$ cat src/rtl/booth_control.sv
// Sequencing FSM for a radix-2 Booth multiplier datapath: load, then N
// evaluate/shift iterations, then a one-cycle done pulse.
module booth_control #(
  parameter int unsigned N  = 8,
  parameter int unsigned CW = $clog2(N + 1)
) (
  input  logic          reloj,
  input  logic          reset,
  input  logic          start,
  input  logic [1:0]    q_pair,
  output logic          load_regs,
  output logic          add_m,
  output logic          sub_m,
  output logic          shift,
  output logic          busy,
  output logic          done,
  output logic [CW-1:0] iter_count
);

  typedef enum logic [2:0] {
    IDLE  = 3'd0,
    LOAD  = 3'd1,
    EVAL  = 3'd2,
    SHIFT = 3'd3,
    DONE  = 3'd4
  } state_t;

  state_t        state;
  state_t        state_next;
  logic [CW-1:0] iter_next;

  // State and iteration counter registers
  always_ff @(posedge reloj or posedge reset) begin
    if (reset) begin
      state      <= IDLE;
      iter_count <= '0;
    end else begin
      state      <= state_next;
      iter_count <= iter_next;
    end
  end

  // Next state; the counter saturates at zero so a stray SHIFT cannot wrap it
  always_comb begin
    state_next = state;
    iter_next  = iter_count;
    unique case (state)
      IDLE: begin
        iter_next = '0;
        if (start) state_next = LOAD;
      end
      LOAD: begin
        iter_next  = CW'(N);
        state_next = EVAL;
      end
      EVAL: state_next = SHIFT;
      SHIFT: begin
        if (iter_count != '0) iter_next = iter_count - CW'(1);
        if (iter_count <= CW'(1)) state_next = DONE;
        else                      state_next = EVAL;
      end
      DONE: begin
        iter_next  = '0;
        state_next = IDLE;
      end
      default: begin
        iter_next  = '0;
        state_next = IDLE;
      end
    endcase
  end

  // Strobes decode from state only, plus q_pair while evaluating
  always_comb begin
    load_regs = 1'b0;
    add_m     = 1'b0;
    sub_m     = 1'b0;
    shift     = 1'b0;
    busy      = 1'b0;
    done      = 1'b0;
    unique case (state)
      IDLE: ;
      LOAD: begin
        load_regs = 1'b1;
        busy      = 1'b1;
      end
      EVAL: begin
        busy  = 1'b1;
        add_m = (q_pair == 2'b01);
        sub_m = (q_pair == 2'b10);
      end
      SHIFT: begin
        shift = 1'b1;
        busy  = 1'b1;
      end
      DONE: done = 1'b1;
      default: ;
    endcase
  end

endmodule

$ cat config.mk
export PLATFORM = sky130hd
export DESIGN_NAME = booth_control
export DESIGN_NICKNAME = d
export VERILOG_FILES = /design/src/rtl/booth_control.sv
export SDC_FILE = /design/constraint.sdc
export NUM_CORES = 1
export LEC_CHECK = 0
export ABC_CLOCK_PERIOD_IN_PS = 1600
export BUFFER_PORTS_ARGS = -buffer_cell sky130_fd_sc_hd__buf_2
export CAP_MARGIN = 10
export CORE_AREA = 8 8 45 47
export CTS_CLUSTER_SIZE = 25
export DETAILED_ROUTE_END_ITERATION = 6
export DIE_AREA = 0 0 53 55
export PLACE_DENSITY = 0.52
export SYNTH_ARGS = -nofsm -noshare
export SYNTH_HDL_FRONTEND = slang
export SYNTH_SLANG_ARGS = --single-unit
$ cat constraint.sdc
create_clock -name reloj -period 1.6 [get_ports reloj]
set_input_delay 0.48 -clock reloj [delete_from_list [all_inputs] [get_ports reloj]]
set_output_delay 0.48 -clock reloj [all_outputs]
set_load 0.05 [all_outputs]
==> results of run 1 <==
cell type report:
class                   count  area (um2)
fillers                   137       654.4
multi-input cells          32       277.8
repair buffers             24       205.2
flip-flops and latches      7       180.2
clock buffers               3       22.52
well taps                  16       20.02
inverters                   5       18.77
clock inverters             1       5.005
through the flow:
step            TNS (ns)  instance area [um2]  hold slack (ns)  worst slack (ns)  util (%)
6_report         -0.7354                729.5           0.1530           -0.1577     52.71
5_1_grt           -1.045                729.5           0.1743           -0.2137     52.71
4_1_cts          -0.8438                686.9           0.1545           -0.1562     49.64
3_5_place_dp   -0.005886                593.1           0.4327         -0.005886     42.86
3_3_place_gp           0                593.1           0.4303          0.004088     42.86
2_1_floorplan    -0.3026                470.5           0.2833           -0.1364         -
routing by layer:
metal  wire length (um)  vias up  part of all wire [%]
li1                   -      214                     -
met1                495      211                    42
met2                609       11                    51
met3                 64        4                   5.4
met4                 20        0                   1.7
met5                  0        -                     0
what timing repair did:
| action | in CTS | in global routing |
|---|---|---|
| setup endpoints to repair | 6 | 6 |
| cloned | 0 | 0 |
| setup buffers | 3 | 1 |
| pin swaps | 2 | 4 |
| resized for setup | 14 | 12 |
critical path: stages (launching register included):
cell	delay (ns)
dfrtp_2	0.44
buf_6	0.14
nor4b_4	0.25
buf_6	0.19
kinds of logic after synthesis:
logic type	after synthesis	synth area share, %
compound gates	7	11.01
fa+ha+maj	2	5.951
buf+inv	7	6.846
flops	7	41.67
mux	1	2.381
simple gates	22	32.15
flip-flops by register name (all words and copies together) (netlist names):
| signal | cells |
|---|---|
| state | 3 |
| iter_count | 4 |
final timing paths:
path | end | slack (ns) | cells after the start
setup / recovery | sub_m | -0.16 | 3
hold / removal | state[2] | 0.15 | 2
setup reg to reg | iter_count[0] | 0.13 | 5
hold reg to reg | iter_count[3] | 0.57 | 2
max in group asynchronous | iter_count[0] | 1.18 | 2
min in group reloj | state[0] | 0.49 | 3
placed cells by master, fill, tap and decap left out, drive strengths merged, types with 3 or more instances in the layout:
master / synthesis / layout
buf: 2 / 24
clkbuf: 0 / 3
inv: 5 / 5
nor3: 5 / 5
a21oi: 4 / 4
dfrtp: 7 / 7
nor2: 4 / 4
==> impl_results.md, run 1 <==
- Status: finished with violations
- Failing checks: setup timing
- Die height: about 55 um
- FFs w/ async S/R, synth: 100.0%
- Count leader, synth: dfrtp_1
- Grt met1 use: a little over 10%
- Deepest clock path buffer count: 2
- Diodes inserted: 0
- Vias in the first global route: 441
- Worst rel slew slack: between 70% and 80%
- Met3 Use GR: 1.872%
- # rows: 14
- Fin crit share: 109.9%
- Fin crit period: ~1.8 ns
- Post-synth top area cell: dfrtp_1
- Global-route wire length before repair: between 1500 and 2000 um
- DR DRC count: 0
- Seq/Total Area, Yosys: between 40% and 50%
- Final nets: 80
- CP Capture Type: output port
- H-tree depth: 1
- Clk pin slew, worst setup/hold paths: around 0.060 ns
- Finished Layout Cells: 88
- Fmax: between 0.5 and 0.6 GHz
- Post-Synthesis Cells: 46
- Worst Hold Class: input port to async pin
- Pin count of the biggest net entering global routing: 10
- Synth Register Bits: 7
- Startpoint Class: register
- CP Launch Point: state[0]
- Worst-margin pin slew: about 0.3 ns
- Initial antenna violation count: 0
- TritonCTS clock tree: done
- WL per Instance: around 14 um
- WP data required: around 1.1 ns
- Routed Antenna Nets: 0
- RSZ-0062 raised after global routing: yes
- Most instantiated cells after synthesis: dfrtp_1, inv_1, nor2_1, nor3_1, a21oi_1
- Syn nets: between 50 and 60
- Post-synth top flop: dfrtp_1
- Global Route met2 Usage: about 15%
- Ranking of synthesized cells by area: dfrtp_1, ha_1, nor3_1
- Most Used Layer, Global Route: met2
- Worst flop-to-flop path startpoint: iter_count[0]
- Post-synth EDFFs: 0
- GPL Wtd Cong: slightly above 0.7
- Core area: 0.001384 mm2
- Die X: approximately 53 um
- # placed instances: 80
- DIE AREA: 0.002915 mm2
- CTS Buf Count: 3
- Clk root buf: clkbuf_4
- Mapped Area: 420.4 um2
- Clock Skews: between 0.01 and 0.015 ns
- Mean Syn Cell Area: between 9 and 10 um2
- Vias per cell: about 5.0
- Total GRT Usage: a little under a tenth
- Drt pass-1 iters: 4
- Layout cells sized above 1: 61.11%
- Yosys warns: 0
- Final hold vios: 0
- Synth unique cells: 22
- Area share of the largest cell type after synthesis: a little over two fifths
- CTS hold repair buffers: 0
- Setup Viol. Count Final: 6
- Worst-path fanout max: 3
- Detailed placement HPWL: approximately 840 um
- Area Growth Syn to Fin: 73.51%
- Initial core utilization: between 30 and 40%
- Buffers on Ports: 14
- Vias: 440
- Max-Cap Viols: 0
- GRT overflow: 0
- Post-Route WL: between 1000 and 1500 um
- Crit path arrival time: about 1.3 ns
- Crit path kind: register to output port
- DR iter-0 viols: 6
- Worst skew pair latency: approximately 0.26 ns
- # IOs: 15
- Final WS setup: -0.1577 ns
- Max Slew Vio Count: 0
- CTS Sinks: 7
Power of run 1 is left out: the tool's default activity adds up to more than one toggle a clock period on the data nets, which glitch-free logic cannot reach.
==> run 2: changes to the inputs <==
--- a/config.mk
+++ b/config.mk
@@ -13,5 +13,7 @@
 export DETAILED_ROUTE_END_ITERATION = 6
 export DIE_AREA = 0 0 53 55
+export HOLD_SLACK_MARGIN = 0.12
 export PLACE_DENSITY = 0.52
+export RECOVER_POWER = 100
 export SYNTH_ARGS = -nofsm -noshare
 export SYNTH_HDL_FRONTEND = slang
==> constraint.sdc (replaced) <==
create_clock -name reloj -period 1.6 [get_ports reloj]
set_input_delay 0.32 -clock reloj [delete_from_list [all_inputs] [get_ports reloj]]
set_output_delay 0.32 -clock reloj [all_outputs]
set_load 0.05 [all_outputs]
==> impl_results.md, run 2 (same netlist as run 1, synthesis figures left out) <==
- Vias in the first global route: about 420
- Initial antenna violation count: 0
- TritonCTS clock tree: done
- Startpoint Class: register
- Deepest clock path buffer count: 2
- Final nets: 79
- R2R depth: 5
- # rows: 14
- Fmax: around 0.63 GHz
- Worst-margin pin slew: slightly above 0.6 ns
- Global-route wire length before repair: between 1500 and 2000 um
- Core area: between 0.001 and 0.0015 mm2
- Worst rel slew slack: roughly three fifths
- Setup Viol. Count Final: 0
- Detailed placement HPWL: approximately 800 um
- Hold EP: state[0]
- Setup TNS: 0 ns
- R2R setup slack: 0.07 ns
- Worst flop-to-flop path startpoint: iter_count[1]
- Hold path depth: 3
- Top reg by flops: iter_count
- Hold Slack: 0.3412 ns
- Clk root buf: clkbuf_4
- Total GRT Usage: 8.736%
- Max Slew Vio Count: 0
- # IOs: 15
- DR DRC count: 0
- Fin crit period: 1.575 ns
- Vias per cell: slightly below 5
- Worst Hold Class: input port to register
- Diodes inserted: 0
- DP Area: between 500 and 600 um2
- Buffers on Ports: 14
- GPL Wtd Cong: ~0.75
- Final hold vios: 0
- Worst-path fanout max: 4
- Die height: approximately 55 um
- CP Capture Type: output port
- H-tree depth: 1
- Biggest regs: iter_count (4), state (3)
- Clk pin slew, worst setup/hold paths: roughly 0.05 ns
- Post-Route WL: about 1100 um
- Worst skew pair latency: about 0.26 ns
- WP data required: approximately 1.3 ns
- CTS Buf Count: 3
- GRT overflow: 0
- WL per Instance: approximately 13 um
- Number of flip-flops in the largest register: 4
- RSZ-0062 raised after global routing: yes
- Routed Antenna Nets: 0
- Crit path kind: register to output port
- CTS Sinks: 7
- Clock Skews: approximately 0.011 ns
- DIE AREA: 0.002915 mm2
- Status: finished, final reports clean
- Post-route cell area: approximately 700 um2
- Vias: roughly 430
- Final Util: between 40 and 50%
- Area Growth Syn to Fin: 62.20%
- Drt pass-1 iters: 4
- DR iter-0 viols: 10
- Die X: around 53 um
- Max-Cap Viols: 0
- Layout cells sized above 1: between 40 and 50%
- Initial core utilization: between 30% and 40%
- Most frequent cells in the layout: buf_4, buf_6, inv_1
- Crit path arrival time: around 1.3 ns
- Hold path startpoint: start
- Fin crit share: between 90% and 100%
- Most common cell after layout, fill and taps aside: buf_4
- R2R Path End: iter_count[1]
- Pin count of the biggest net entering global routing: 9
[run 2: worst max path at each step]
stage	from	endpoint	slack, ns	cells past startpoint
after floorplan	state[2]	shift	0.005	2
after global placement	iter_count[0]	iter_count[1]	0.12	5
after detailed placement	iter_count[0]	iter_count[0]	0.09	5
after CTS	state[2]	add_m	0.004	3
after global routing	state[0]	busy	-0.03	5
final	state[2]	sub_m	0.02	3
[run 2: critical path, stage by stage, from the launching register on]
cell and delay [ns]:
dfrtp_1 0.37, nand2b_4 0.18, nor4b_4 0.26, buf_6 0.19
[run 2: layout make-up]
class | instances | area (um2)
inverters | 5 | 18.77
clock buffers | 4 | 26.28
fillers | 135 | 701.9
flip-flops and latches | 7 | 178.9
multi-input cells | 32 | 266.5
repair buffers | 23 | 171.4
well taps | 16 | 20.02
[run 2: timing repair]
action | in CTS | in global routing
pin swaps | 1 | 4
endpoints found under the hold margin | 7 | 0
buffers inserted | 4 | 0
hold buffers | 1 | 0
resized for setup | 7 | 11
endpoints found under the setup margin | 3 | 8
[run 2: layer usage]
| metal | GRT usage (%) | share of wire [%] | up-vias |
|---|---|---|---|
| met3 | 4.545 | 8.5 | 2 |
| met4 | 3.879 | 1.1 | 0 |
| met1 | 9.105 | 42 | 205 |
| li1 | - | - | 210 |
| met5 | 0 | 0 | - |
| met2 | 14.45 | 48 | 14 |
[run 2: metrics by stage]
step	instances	setup slack, ns
after floorplan	46	0.005236
after CTS	87	0.003861
final	87	0.02457
after detailed placement	78	0.09483
after global routing	87	-0.02702
after global placement	78	0.1158
Power of run 2 is left out for the same reason.
